`src/rtl/hsiao_secded_dec_pipe.sv`:
```
// rtl/hsiao_secded_dec_pipe.sv - two-stage Hsiao SECDED decoder with error counters and first-fatal capture
module hsiao_secded_dec_pipe #(
  parameter int K     = 64,
  parameter int R     = 8,
  parameter int CNT_W = 16
) (
  input  logic                     clk,
  input  logic                     reset_n,
  input  logic                     enable,
  input  logic                     i_valid,
  input  logic [K+R-1:0]           i_code,
  input  logic                     i_cnt_clr,
  output logic [K-1:0]             o_data,
  output logic                     o_valid,
  output logic                     o_err_detec,
  output logic                     o_err_corr,
  output logic                     o_err_fatal,
  output logic [R-1:0]             o_syndrome,
  output logic [$clog2(K+R)-1:0]   o_err_pos,
  output logic [CNT_W-1:0]         o_corr_cnt,
  output logic [CNT_W-1:0]         o_fatal_cnt,
  output logic [R-1:0]             o_first_fatal_syn
);

  localparam int N  = K + R;
  localparam int PW = $clog2(N);

  // Column i of H lives at H_TAB[i*R +: R]: weight-3 then weight-5 data columns, unit check columns.
  function automatic logic [N*R-1:0] build_h();
    logic [N*R-1:0] tab;
    int n;
    tab = '0;
    n   = 0;
    for (int w = 3; w <= 5; w += 2) begin
      for (int v = 0; v < (1 << R); v++) begin
        if ($countones(v) == w && n < K) begin
          tab[n*R +: R] = R'(v);
          n++;
        end
      end
    end
    for (int j = 0; j < R; j++) tab[(K+j)*R +: R] = R'(1 << j);
    return tab;
  endfunction

  localparam logic [N*R-1:0] H_TAB = build_h();

  logic [N-1:0]     s1_code_q, s1_code_d;
  logic             s1_valid_q, s1_valid_d;
  logic [R-1:0]     s1_syn_q, s1_syn_d;

  logic [K-1:0]     data_q, data_d;
  logic             valid_q, valid_d;
  logic             detec_q, detec_d;
  logic             corr_q, corr_d;
  logic             fatal_q, fatal_d;
  logic [R-1:0]     syn_q, syn_d;
  logic [PW-1:0]    pos_q, pos_d;
  logic [CNT_W-1:0] corr_cnt_q, corr_cnt_d;
  logic [CNT_W-1:0] fatal_cnt_q, fatal_cnt_d;
  logic [R-1:0]     first_syn_q, first_syn_d;

  logic [R-1:0]     in_syn;
  logic             hit;
  logic             data_hit;
  logic [PW-1:0]    hit_pos;
  logic [K-1:0]     fixed_data;

  always_comb begin
    in_syn = '0;
    for (int i = 0; i < N; i++) begin
      if (i_code[i]) in_syn = in_syn ^ H_TAB[i*R +: R];
    end
  end

  always_comb begin
    hit      = 1'b0;
    data_hit = 1'b0;
    hit_pos  = '0;
    for (int i = 0; i < N; i++) begin
      if (s1_syn_q == H_TAB[i*R +: R]) begin
        hit     = 1'b1;
        hit_pos = PW'(i);
        if (i < K) data_hit = 1'b1;
      end
    end
    fixed_data = s1_code_q[K-1:0] ^ (data_hit ? (K'(1) << hit_pos) : '0);
  end

  always_comb begin
    s1_code_d   = s1_code_q;
    s1_valid_d  = s1_valid_q;
    s1_syn_d    = s1_syn_q;
    data_d      = data_q;
    valid_d     = valid_q;
    detec_d     = detec_q;
    corr_d      = corr_q;
    fatal_d     = fatal_q;
    syn_d       = syn_q;
    pos_d       = pos_q;
    corr_cnt_d  = corr_cnt_q;
    fatal_cnt_d = fatal_cnt_q;
    first_syn_d = first_syn_q;

    if (enable) begin
      s1_code_d  = i_code;
      s1_valid_d = i_valid;
      s1_syn_d   = in_syn;

      // Bubble slots present all-zero outputs.
      valid_d = s1_valid_q;
      data_d  = s1_valid_q ? fixed_data : '0;
      syn_d   = s1_valid_q ? s1_syn_q : '0;
      detec_d = s1_valid_q && (s1_syn_q != '0);
      corr_d  = s1_valid_q && hit;
      fatal_d = s1_valid_q && (s1_syn_q != '0) && !hit;
      pos_d   = (s1_valid_q && hit) ? hit_pos : '0;

      // Clear wins over any word leaving the pipe in the same cycle.
      if (i_cnt_clr) begin
        corr_cnt_d  = '0;
        fatal_cnt_d = '0;
        first_syn_d = '0;
      end else begin
        if (corr_d && corr_cnt_q != '1)   corr_cnt_d  = corr_cnt_q + 1'b1;
        if (fatal_d && fatal_cnt_q != '1) fatal_cnt_d = fatal_cnt_q + 1'b1;
        // A fatal syndrome is never zero, so zero means nothing captured yet.
        if (fatal_d && first_syn_q == '0) first_syn_d = s1_syn_q;
      end
    end
  end

  always_ff @(posedge clk) begin
    if (!reset_n) begin
      s1_code_q   <= '0;
      s1_valid_q  <= 1'b0;
      s1_syn_q    <= '0;
      data_q      <= '0;
      valid_q     <= 1'b0;
      detec_q     <= 1'b0;
      corr_q      <= 1'b0;
      fatal_q     <= 1'b0;
      syn_q       <= '0;
      pos_q       <= '0;
      corr_cnt_q  <= '0;
      fatal_cnt_q <= '0;
      first_syn_q <= '0;
    end else begin
      s1_code_q   <= s1_code_d;
      s1_valid_q  <= s1_valid_d;
      s1_syn_q    <= s1_syn_d;
      data_q      <= data_d;
      valid_q     <= valid_d;
      detec_q     <= detec_d;
      corr_q      <= corr_d;
      fatal_q     <= fatal_d;
      syn_q       <= syn_d;
      pos_q       <= pos_d;
      corr_cnt_q  <= corr_cnt_d;
      fatal_cnt_q <= fatal_cnt_d;
      first_syn_q <= first_syn_d;
    end
  end

  assign o_data            = data_q;
  assign o_valid           = valid_q;
  assign o_err_detec       = detec_q;
  assign o_err_corr        = corr_q;
  assign o_err_fatal       = fatal_q;
  assign o_syndrome        = syn_q;
  assign o_err_pos         = pos_q;
  assign o_corr_cnt        = corr_cnt_q;
  assign o_fatal_cnt       = fatal_cnt_q;
  assign o_first_fatal_syn = first_syn_q;

endmodule

```
`config.mk`:
```
export PLATFORM = sky130hd
export DESIGN_NAME = hsiao_secded_dec_pipe
export DESIGN_NICKNAME = d
export VERILOG_FILES = /design/src/rtl/hsiao_secded_dec_pipe.sv
export SDC_FILE = /design/constraint.sdc
export NUM_CORES = 1
export LEC_CHECK = 0
export CAP_MARGIN = 20
export CORE_MARGIN = 5
export CORE_UTILIZATION = 40
export CTS_BUF_LIST = sky130_fd_sc_hd__clkbuf_16
export CTS_CLUSTER_SIZE = 14
export DETAILED_ROUTE_END_ITERATION = 7
export SYNTH_ARGS = -nofsm -noshare
export SYNTH_HDL_FRONTEND = slang
export SYNTH_SLANG_ARGS = --single-unit
```
`constraint.sdc`:
```
create_clock -name clk -period 3.5 [get_ports clk]
set_input_delay 0.525 -clock clk [delete_from_list [all_inputs] [get_ports clk]]
set_output_delay 0.525 -clock clk [all_outputs]
set_load 0.01 [all_outputs]
```
==> results of run 1 <==
[cells in the final DEF (no fill, tap or decap), types with 4 or more instances in the layout]
master,n
a211oi_1,6
a21oi_1,50
a22o_1,11
a22oi_1,57
a31o_2,4
a32o_1,4
and2_1,6
and3_1,9
buf_12,5
buf_4,64
clkbuf_16,17
clkdlybuf4s50_1,198
dfxtp_1,196
inv_1,7
mux2i_1,75
nand2_1,82
nand2b_1,16
nand3_1,22
nand3b_1,8
nand4_1,20
nor2_1,191
nor2b_1,4
nor3_1,15
nor3b_1,5
nor4_1,14
nor4b_2,7
nor4bb_1,7
o21a_1,8
o21ai_0,27
o22ai_1,5
o31a_1,5
or3_1,12
or4_1,11
xnor2_1,158
xor2_1,53
[routing by layer]
metal	up-vias	part of all wire (%)	GRT usage, %
met5	-	0	0
met4	0	2.8	8.833
met3	61	6.0	4.956
met2	325	46	40.65
met1	4874	45	35.10
li1	4855	-	-
[kinds of logic after synthesis]
family | after synthesis | share of synthesized area (%)
fa+ha+maj | 2 | 0.2252
flops | 196 | 35.32
mux | 75 | 6.757
simple gates | 462 | 21.54
compound gates | 217 | 13.78
xor+xnor | 216 | 17.58
buf+inv | 100 | 4.797
[path summary, 6_finish.rpt]
path,start,end,slack [ns],cells past startpoint
max,s1_syn_q[1]$_SDFFE_PN0P_,o_fatal_cnt[7]$_SDFFE_PN0P_,0.22,10
min,o_err_fatal$_SDFFE_PN0P_,o_err_fatal$_SDFFE_PN0P_,0.48,2
max reg2reg,s1_syn_q[1]$_SDFFE_PN0P_,o_fatal_cnt[7]$_SDFFE_PN0P_,0.22,10
min reg2reg,o_err_fatal$_SDFFE_PN0P_,o_err_fatal$_SDFFE_PN0P_,0.48,2
[power by group through the flow]
stage	Combinational (W)	Clock, W	Sequential [W]
finish	0.00315	0.00196	0.00253
global route	0.00333	0.00209	0.00256
CTS	0.00313	0.00200	0.00253
detailed placement	0.00311	0	0.00258
global placement	0.00313	0	0.00258
floorplan	0.00215	0	0.00246
[metrics by stage]
| step | hold WS (ns) | power [W] | instance area [µm²] |
|---|---|---|---|
| after floorplan | 0.4812 | 0.004611 | 11110 |
| after global placement | 0.4540 | 0.005708 | 13660 |
| after detailed placement | 0.4630 | 0.005698 | 13660 |
| after CTS | 0.4746 | 0.007658 | 14240 |
| after global routing | 0.5034 | 0.007984 | 14240 |
| final | 0.4757 | 0.007640 | 14240 |
[cell type report]
type | instances | area, µm²
Fill cell | 2679 | 13390
Tap cell | 378 | 473.0
Inverter | 10 | 40.04
Timing Repair Buffer | 267 | 2562
Multi-Input combinational cell | 972 | 6665
Clock inverter | 15 | 148.9
Sequential cell | 196 | 3924
Clock buffer | 17 | 425.4
[Yosys cell counts, types with 15 or more instances]
master	count	share of area (%)
nand3_1	22	0.99
a22oi_1	57	3.9
o21ai_0	27	1.2
nand2b_1	16	0.90
buf_2	15	0.68
buf_6	16	1.6
nand4_1	20	1.1
nor3_1	15	0.68
xor2_1	53	4.2
nor2_1	191	6.5
xnor2_1	158	12
mux2i_1	75	6.8
nand2_1	82	2.8
a21oi_1	51	2.3
dfxtp_1	196	35
clkbuf_1	45	1.5
[critical path: cells and delay by family (launching register included)]
| kind | cells | cell delay, ns |
|---|---|---|
| AO/OA/AOI/OAI | 3 | 0.77 |
| buffers and inverters | 2 | 0.45 |
| flip-flops | 1 | 0.87 |
| AND/OR/NAND/NOR | 5 | 1.04 |
[sequential cells by signal, indices dropped and copies added, names as in the netlist]
register	flops
o_first_fatal_syn	8
o_fatal_cnt	16
o_err_detec	1
s1_code_q	64
o_err_corr	1
o_data	64
o_valid	1
o_err_fatal	1
o_corr_cnt	16
s1_valid_q	1
o_syndrome	8
s1_syn_q	8
o_err_pos	7
==> results.txt, run 1 <==
grt total ovfl: 0
Max clock buf depth: 2
maximum fanout along the worst path: 22
maximum clock rate: 304.6 MHz
total global-route track usage: 25.65%
# diodes: 0
Final Wtd Congestion: 0.9400
sequential share of power: 33.2%
Detail Route Antenna Nets: 0
clock latency on the worst-skew pair: 0.45 ns
Max IR drop VDD: 0.0002861 V
post-CTS sizing: 0
Clock transition at path regs: 0.08 ns
Max Cap Viol: 0
fin crit share: 93.81%
Remaining DRCs: 0
leakage dissipation: 5.146 nW
Max stage delay on crit path: 0.87 ns
switching power: 0.003073 W
pre-CTS WS: 0.2047 ns
number of non-filler instances in the completed layout: 1,855
Worst EP arrival: 3.58 ns
Setup WS post-layout: 0.2166 ns
Netlist cell types: 85
Core Area: 27,630 µm²
number of global-route vias before repair: 9,965
fin nets: 1,543
Synth Register Bits: 196
Clock power frac: 25.6%
Syn Inst Count: 1,268
first-pass GRT wire length: 61.64 mm
setup violators final: 0
Worst Path Required: 3.80 ns
run status: complete, no violations
min cycle time layout: 3.283 ns
initial drt markers: 798
antenna violations before repair: 0
DR vias/cell: 5.453
register area share after synthesis: 35.32%
CTS Sinks: 196
Post-Route WL: 40.69 mm
Worst slew margin: 28.23%
critical path cell sequence: buf_4 -> buf_4 -> nor3b_1 -> nand4_1 -> nand4bb_1 -> a211oi_2 -> nand4_2 -> or3_4 -> o41ai_1 -> a21oi_1
Starting Density: 40.21%
Die Span X: 176.7 µm
CP startpoint kind: flip-flop
Hold Vio Cnt, Final: 0
P&R area growth vs syn: 28.15%
most used cell, CP: buf_4
Post-synth EDFFs: 0
placed instance count: 1,823
CTS tree: built
RSZ-0062 raised after global routing: false
TNS Setup: 0 ns
Syn. warnings: 0
share of cells above drive strength 1: 9.682%
Root Buffer: clkbuf_16
switching fraction of total power: 40.22%
die area: 31,210 µm²
post-cts hold buffer count: 0
predominant post-synthesis flop cell: dfxtp_1
Post-synth ARST share: 0%
mapped cell area: 11,110 µm²
CP Capture Type: flip-flop
DR vias: 10,115
htree depth: 4
synthesized area per cell: 8.762 µm²
Critical Path Slowest Stage Cell: dfxtp_1
clock skew: 0.01787 ns
dpl hpwl: 30.70 mm
Post-CTS Setup Bufs: 0
PwrDens: 536.5 nW/µm²
1st-pass router iterations: 5
Util after Layout: 51.54%
Hold Crit Class: flip-flop to flip-flop
DR WL/cell: 21.93 µm
largest net degree at the start of global routing: 141
Int Pwr: 0.004567 W
CTS Buf Count: 17
# IOs: 200
Worst Tran Pin Value: 1.074 ns
Setup CP Type: flip-flop to flip-flop
syn nets: 1,347
die height: 176.7 µm
Comb power frac: 41.2%
std cell rows: 61
number of port buffers: 199
max-slew violation count: 0
No activity file was read; power rests on OpenSTA's default activity.
==> run 2, diff against run 1 <==
MAX_ROUTING_LAYER = met4   (was unset)
SLEW_MARGIN = 40   (was unset)
==> run 2 against run 1 <==
Clock skew is 0.00057 ns lower; critical path type unchanged; clock-buffer cell count stayed put; total power is 0.38% higher; non-clock buffer count is 1 lower; first-iteration DRC count is 4.9% lower; register-to-register slack worse by 0.06 ns; critical path depth is 1 lower; worst hold slack better by 0.0087 ns; global-route usage is 0.54 points higher; utilization hardly changed.
==> results.txt, run 2 (same netlist as run 1, synthesis figures left out) <==
total global-route track usage: 26.18% (+0.54 points)
worst reg-to-reg path cell count: 9 (-1)
Post-Route WL: 41.09 mm (+0.98%)
Final Wtd Congestion: 0.9072 (-3.5%)
CTS Buf Count: 17 (unchanged)
std cell rows: 61 (unchanged)
Max Cap Viol: 0 (unchanged)
Max clock buf depth: 2 (unchanged)
Setup CP Type: flip-flop to flip-flop
1st-pass router iterations: 5 (unchanged)
fin crit share: 95.52% (+1.7 points)
pre-CTS WS: 0.2268 ns (+0.02209 ns)
RSZ-0062 raised after global routing: false
Worst slew margin: 46.27% (+18 points)
Core Area: 27,630 µm² (unchanged)
maximum clock rate: 299.1 MHz (-1.8%)
WHS Path Cells: 2 (unchanged)
initial drt markers: 759 (-4.9%)
fin nets: 1,542 (-0.065%)
number of global-route vias before repair: 9,739 (-2.3%)
DP Area: 13,670 µm² (about the same)
most common cell after layout, fill and taps aside: clkdlybuf4s50_1
share of cells above drive strength 1: 9.824% (+0.14 points)
Critical Path Slowest Stage Cell: dfxtp_1
run status: complete, no violations
Die Span X: 176.7 µm (unchanged)
DR vias/cell: 5.511 (+1.1%)
DR vias: 10,218 (+1.0%)
Worst Tran Pin Value: 0.8049 ns (-0.2689 ns)
Crit path depth: 9 (-1)
htree depth: 4 (unchanged)
post-cts hold buffer count: 0 (unchanged)
number of port buffers: 199 (unchanged)
post-CTS sizing: 0 (unchanged)
setup violators final: 0 (unchanged)
maximum fanout along the worst path: 22 (unchanged)
commonest non-fill, non-tap cells in the layout: clkdlybuf4s50_1 (198), dfxtp_1 (196), nor2_1 (191)
Root Buffer: clkbuf_16
clock latency on the worst-skew pair: 0.46 ns (about the same)
grt total ovfl: 0 (unchanged)
dpl hpwl: 31.04 mm (+1.1%)
WP buf/inv: 1 (-1)
DR WL/cell: 22.16 µm (+1.0%)
min cycle time layout: 3.343 ns (+0.05979 ns)
CP startpoint kind: flip-flop
critical path cell sequence: buf_4 -> nor4bb_2 -> a32o_1 -> a41oi_1 -> and3_1 -> nand4_2 -> o211ai_4 -> or4_1 -> a21oi_1
antenna violations before repair: 1 (+1)
Max stage delay on crit path: 0.68 ns (-0.19 ns)
fillers: 2,675 (-0.15%)
TNS Setup: 0 ns (unchanged)
Starting Density: 40.21% (unchanged)
largest net degree at the start of global routing: 84 (-40%)
cell area after layout: 14,240 µm² (about the same)
Hold Vio Cnt, Final: 0 (unchanged)
CTS tree: built
first-pass GRT wire length: 60.65 mm (-1.6%)
CTS Sinks: 196 (unchanged)
Worst Path Required: 3.86 ns (+0.06 ns)
largest delay contributor family on the critical path: simple AND/OR/NAND/NOR gates
leakage dissipation: 5.147 nW (about the same)
# IOs: 200 (unchanged)
Post-CTS Setup Bufs: 0 (unchanged)
Worst EP arrival: 3.70 ns (+0.12 ns)
Clock transition at path regs: 0.08 ns (about the same)
die height: 176.7 µm (unchanged)
Setup WS post-layout: 0.1568 ns (-0.05979 ns)
PwrDens: 538.5 nW/µm² (+0.37%)
die area: 31,210 µm² (unchanged)
Remaining DRCs: 0 (unchanged)
max-slew violation count: 0 (unchanged)
P&R area growth vs syn: 28.16% (about the same)
CP Capture Type: flip-flop
clock skew: 0.01730 ns (-0.0005748 ns)
Hold Crit Class: flip-flop to flip-flop
Detail Route Antenna Nets: 0 (unchanged)
Max IR drop VDD: 0.0002988 V (+4.4%)
# diodes: 0 (unchanged)
## run 2: changes by cell type in the layout (fill, tap and decap cells not counted), sizes merged
| cell | before | now |
|---|---|---|
| buf | 69 | 68 |
| clkinv | 6 | 5 |
| clkinvlp | 2 | 1 |
| inv | 17 | 19 |
## run 2: power breakdown
group | internal, W | switching, W
Combinational | 0.00131 | 0.00186
Sequential | 0.00233 | 0.000201
Clock | 0.000948 | 0.00102
Total | 0.00459 | 0.00308
## run 2: cell type report
cell class | instances | area, µm² | share of cell area (%)
clock inverters | 15 | 141.4 | 0.9929
inverters | 10 | 40.04 | 0.2812
flip-flops and latches | 196 | 3924 | 27.55
well taps | 378 | 473.0 | 3.321
multi-input cells | 972 | 6681 | 46.92
repair buffers | 266 | 2555 | 17.94
clock buffers | 17 | 425.4 | 2.987
## run 2: tightest hold or removal path: stages, from the launching register on
cell	delay [ns]
dfxtp_1	0.32
nand2_1	0.06
a21oi_1	0.06
## run 2: path summary, 6_finish.rpt
path | start | to | slack [ns]
worst max-delay path | s1_syn_q[6]$_SDFFE_PN0P_ | o_corr_cnt[14]$_SDFFE_PN0P_ | 0.16
worst min-delay path | o_err_fatal$_SDFFE_PN0P_ | o_err_fatal$_SDFFE_PN0P_ | 0.48
worst max register to register | s1_syn_q[6]$_SDFFE_PN0P_ | o_corr_cnt[14]$_SDFFE_PN0P_ | 0.16
worst min register to register | o_err_fatal$_SDFFE_PN0P_ | o_err_fatal$_SDFFE_PN0P_ | 0.48
## run 2: routing by layer
| layer | track usage, % | share of wire [%] | up-vias |
|---|---|---|---|
| met1 | 35.40 | 45 | 4941 |
| met3 | 3.696 | 6.1 | 43 |
| met4 | 6.995 | 1.9 | 0 |
| met2 | 41.42 | 47 | 378 |
| li1 | - | - | 4856 |
| met5 | - | 0 | - |
## run 2: through the flow
stage          hold WS, ns  utilization [%]  power (W)  std cells
3_5_place_dp        0.4567            49.46   0.005729       1822
5_1_grt             0.4973            51.54   0.008000       1854
2_1_floorplan       0.4812                -   0.004611       1268
6_report            0.4844            51.54   0.007669       1854
3_3_place_gp        0.4542            49.43   0.005745       1822
4_1_cts             0.4778            51.51   0.007703       1854
==> run 3, diff against run 2 <==
CELL_PAD_IN_SITES_DETAIL_PLACEMENT = 0   (was unset)
CELL_PAD_IN_SITES_GLOBAL_PLACEMENT = 1   (was unset)
PLACE_DENSITY_LB_ADDON = 0.1   (was unset)
==> run 3 against run 2 <==
Die area stayed put; routed wire length is 1.4% lower; total power up 3.8%; worst hold slack got worse by 0.0083 ns; combinational power grew 3%.
==> results.txt, run 3 (same netlist as run 1, synthesis figures left out) <==
leakage dissipation: 5.235 nW (+1.7%)
Max Cap Viol: 0 (unchanged)
Max stage delay on crit path: 0.66 ns (-0.02 ns)
Hold Slack: 0.4761 ns (-0.008338 ns)
Util after Layout: 52.12% (+0.58 points)
CTS Buf Count: 17 (unchanged)
WP buf/inv: 2 (+1)
Worst Tran Pin Value: 0.7801 ns (-0.02482 ns)
critical path cell sequence: buf_4 -> or4b_1 -> buf_4 -> nor4_1 -> or4_1 -> nand4b_1 -> nor3_2 -> nand4_1 -> xnor2_1 -> a32o_1
largest net degree at the start of global routing: 155 (+85%)
DR vias/cell: 5.438 (-1.3%)
total global-route track usage: 26.20% (about the same)
fin nets: 1,554 (+0.78%)
grt total ovfl: 0 (unchanged)
Hold Crit Class: flip-flop to flip-flop
1st-pass router iterations: 6 (+1)
dpl hpwl: 30.80 mm (-0.78%)
CTS Sinks: 196 (unchanged)
number of port buffers: 199 (unchanged)
Starting Density: 40.21% (unchanged)
first-pass GRT wire length: 61.02 mm (+0.61%)
initial drt markers: 841 (+11%)
Max IR drop VDD: 0.0003354 V (+12%)
number of global-route vias before repair: 9,812 (+0.75%)
Crit path depth: 10 (+1)
Critical Path Slowest Stage Cell: dfxtp_1
Max clock buf depth: 2 (unchanged)
Worst slew margin: 47.52% (+1.2 points)
Pwr Total: 0.007963 W (+3.8%)
WHS Path Cells: 2 (unchanged)
maximum fanout along the worst path: 15 (-32%)
Worst Path Required: 3.83 ns (-0.03 ns)
Worst EP arrival: 3.57 ns (-0.13 ns)
antenna violations before repair: 2 (+1)
max-slew violation count: 0 (unchanged)
# IOs: 200 (unchanged)
share of cells above drive strength 1: 10.69% (+0.86 points)
DR vias: 10,159 (-0.58%)
clock latency on the worst-skew pair: 0.45 ns (about the same)
CP Capture Type: flip-flop
run status: complete, no violations
die height: 176.7 µm (unchanged)
most common cell after layout, fill and taps aside: clkdlybuf4s50_1
maximum clock rate: 308.8 MHz (+3.2%)
CP startpoint kind: flip-flop
min cycle time layout: 3.239 ns (-0.1044 ns)
fillers: 2,733 (+2.2%)
most used cell, CP: buf_4
die area: 31,210 µm² (unchanged)
worst reg-to-reg path cell count: 10 (+1)
Detail Route Antenna Nets: 0 (unchanged)
PwrDens: 553.0 nW/µm² (+2.7%)
std cell rows: 61 (unchanged)
Die Span X: 176.7 µm (unchanged)
Clock transition at path regs: 0.09 ns (about the same)
P&R area growth vs syn: 29.62%
TNS Setup: 0 ns (unchanged)
CTS tree: built
largest delay contributor family on the critical path: simple AND/OR/NAND/NOR gates
commonest non-fill, non-tap cells in the layout: clkdlybuf4s50_1 (198), dfxtp_1 (195), nor2_1 (191)
Hold Vio Cnt, Final: 0 (unchanged)
clock skew: 0.02125 ns (+0.003952 ns)
Final Wtd Congestion: 0.9369 (+3.3%)
Core Area: 27,630 µm² (unchanged)
Remaining DRCs: 0 (unchanged)
Setup CP Type: flip-flop to flip-flop
fin crit share: 92.54% (-3.0 points)
setup violators final: 0 (unchanged)
Post-Route WL: 40.50 mm (-1.4%)
DR WL/cell: 21.68 µm (-2.2%)
htree depth: 4 (unchanged)
Root Buffer: clkbuf_16
RSZ-0062 raised after global routing: false
[run 3: worst paths after layout]
| check | startpoint | to | slack [ns] |
|---|---|---|---|
| worst max-delay path | s1_syn_q[5]$_SDFFE_PN0P_ | o_data[58]$_SDFFE_PN0P_ | 0.26 |
| worst min-delay path | o_data[56]$_SDFFE_PN0P_ | o_data[56]$_SDFFE_PN0P_ | 0.48 |
| worst max register to register | s1_syn_q[5]$_SDFFE_PN0P_ | o_data[58]$_SDFFE_PN0P_ | 0.26 |
| worst min register to register | o_data[56]$_SDFFE_PN0P_ | o_data[56]$_SDFFE_PN0P_ | 0.48 |
[run 3: cell type report]
cell class | instances | area [µm²] | share of cell area (%)
diodes | 2 | 5.005 | 0.03475
inverters | 10 | 40.04 | 0.2780
flip-flops and latches | 196 | 3925 | 27.25
repair buffers | 278 | 2636 | 18.31
clock inverters | 15 | 214.0 | 1.486
multi-input cells | 972 | 6683 | 46.40
clock buffers | 17 | 425.4 | 2.954
well taps | 378 | 473.0 | 3.284
[run 3: repair_timing]
item,4_1_cts,5_1_grt
gates resized for setup,0,1
endpoints found under the setup margin,0,1
buffers inserted,0,0
hold buffers,0,0
endpoints found under the hold margin,0,0
[run 3: report_power, final]
group	switching [W]	internal, W	total, W
clock	0.00111	0.00107	0.00218
sequential	0.000191	0.00233	0.00252
combinational	0.00188	0.00139	0.00326
[run 3: per-stage QoR]
stage	instances	worst slack (ns)	area, µm²
after floorplan	1268	0.8984	11110
after global placement	1834	0.1345	13730
after detailed placement	1834	0.2407	13750
after CTS	1866	0.2308	14390
after global routing	1868	0.05438	14400
final	1868	0.2612	14400
[run 3: metal layers]
metal	track usage (%)	share of wire [%]	vias up
met4	5.996	1.9	0
li1	-	-	4874
met3	4.038	5.8	49
met1	34.55	44	4894
met5	-	0	-
met2	42.76	48	342
[run 3: worst reg2reg max path, stage by stage, from the launching register on]
cell and delay (ns):
dfxtp_1 0.66, buf_4 0.26, or4b_1 0.14, buf_4 0.17, nor4_1 0.11, or4_1 0.59, nand4b_1 0.24, nor3_2 0.36
nand4_1 0.18, xnor2_1 0.17, a32o_1 0.25
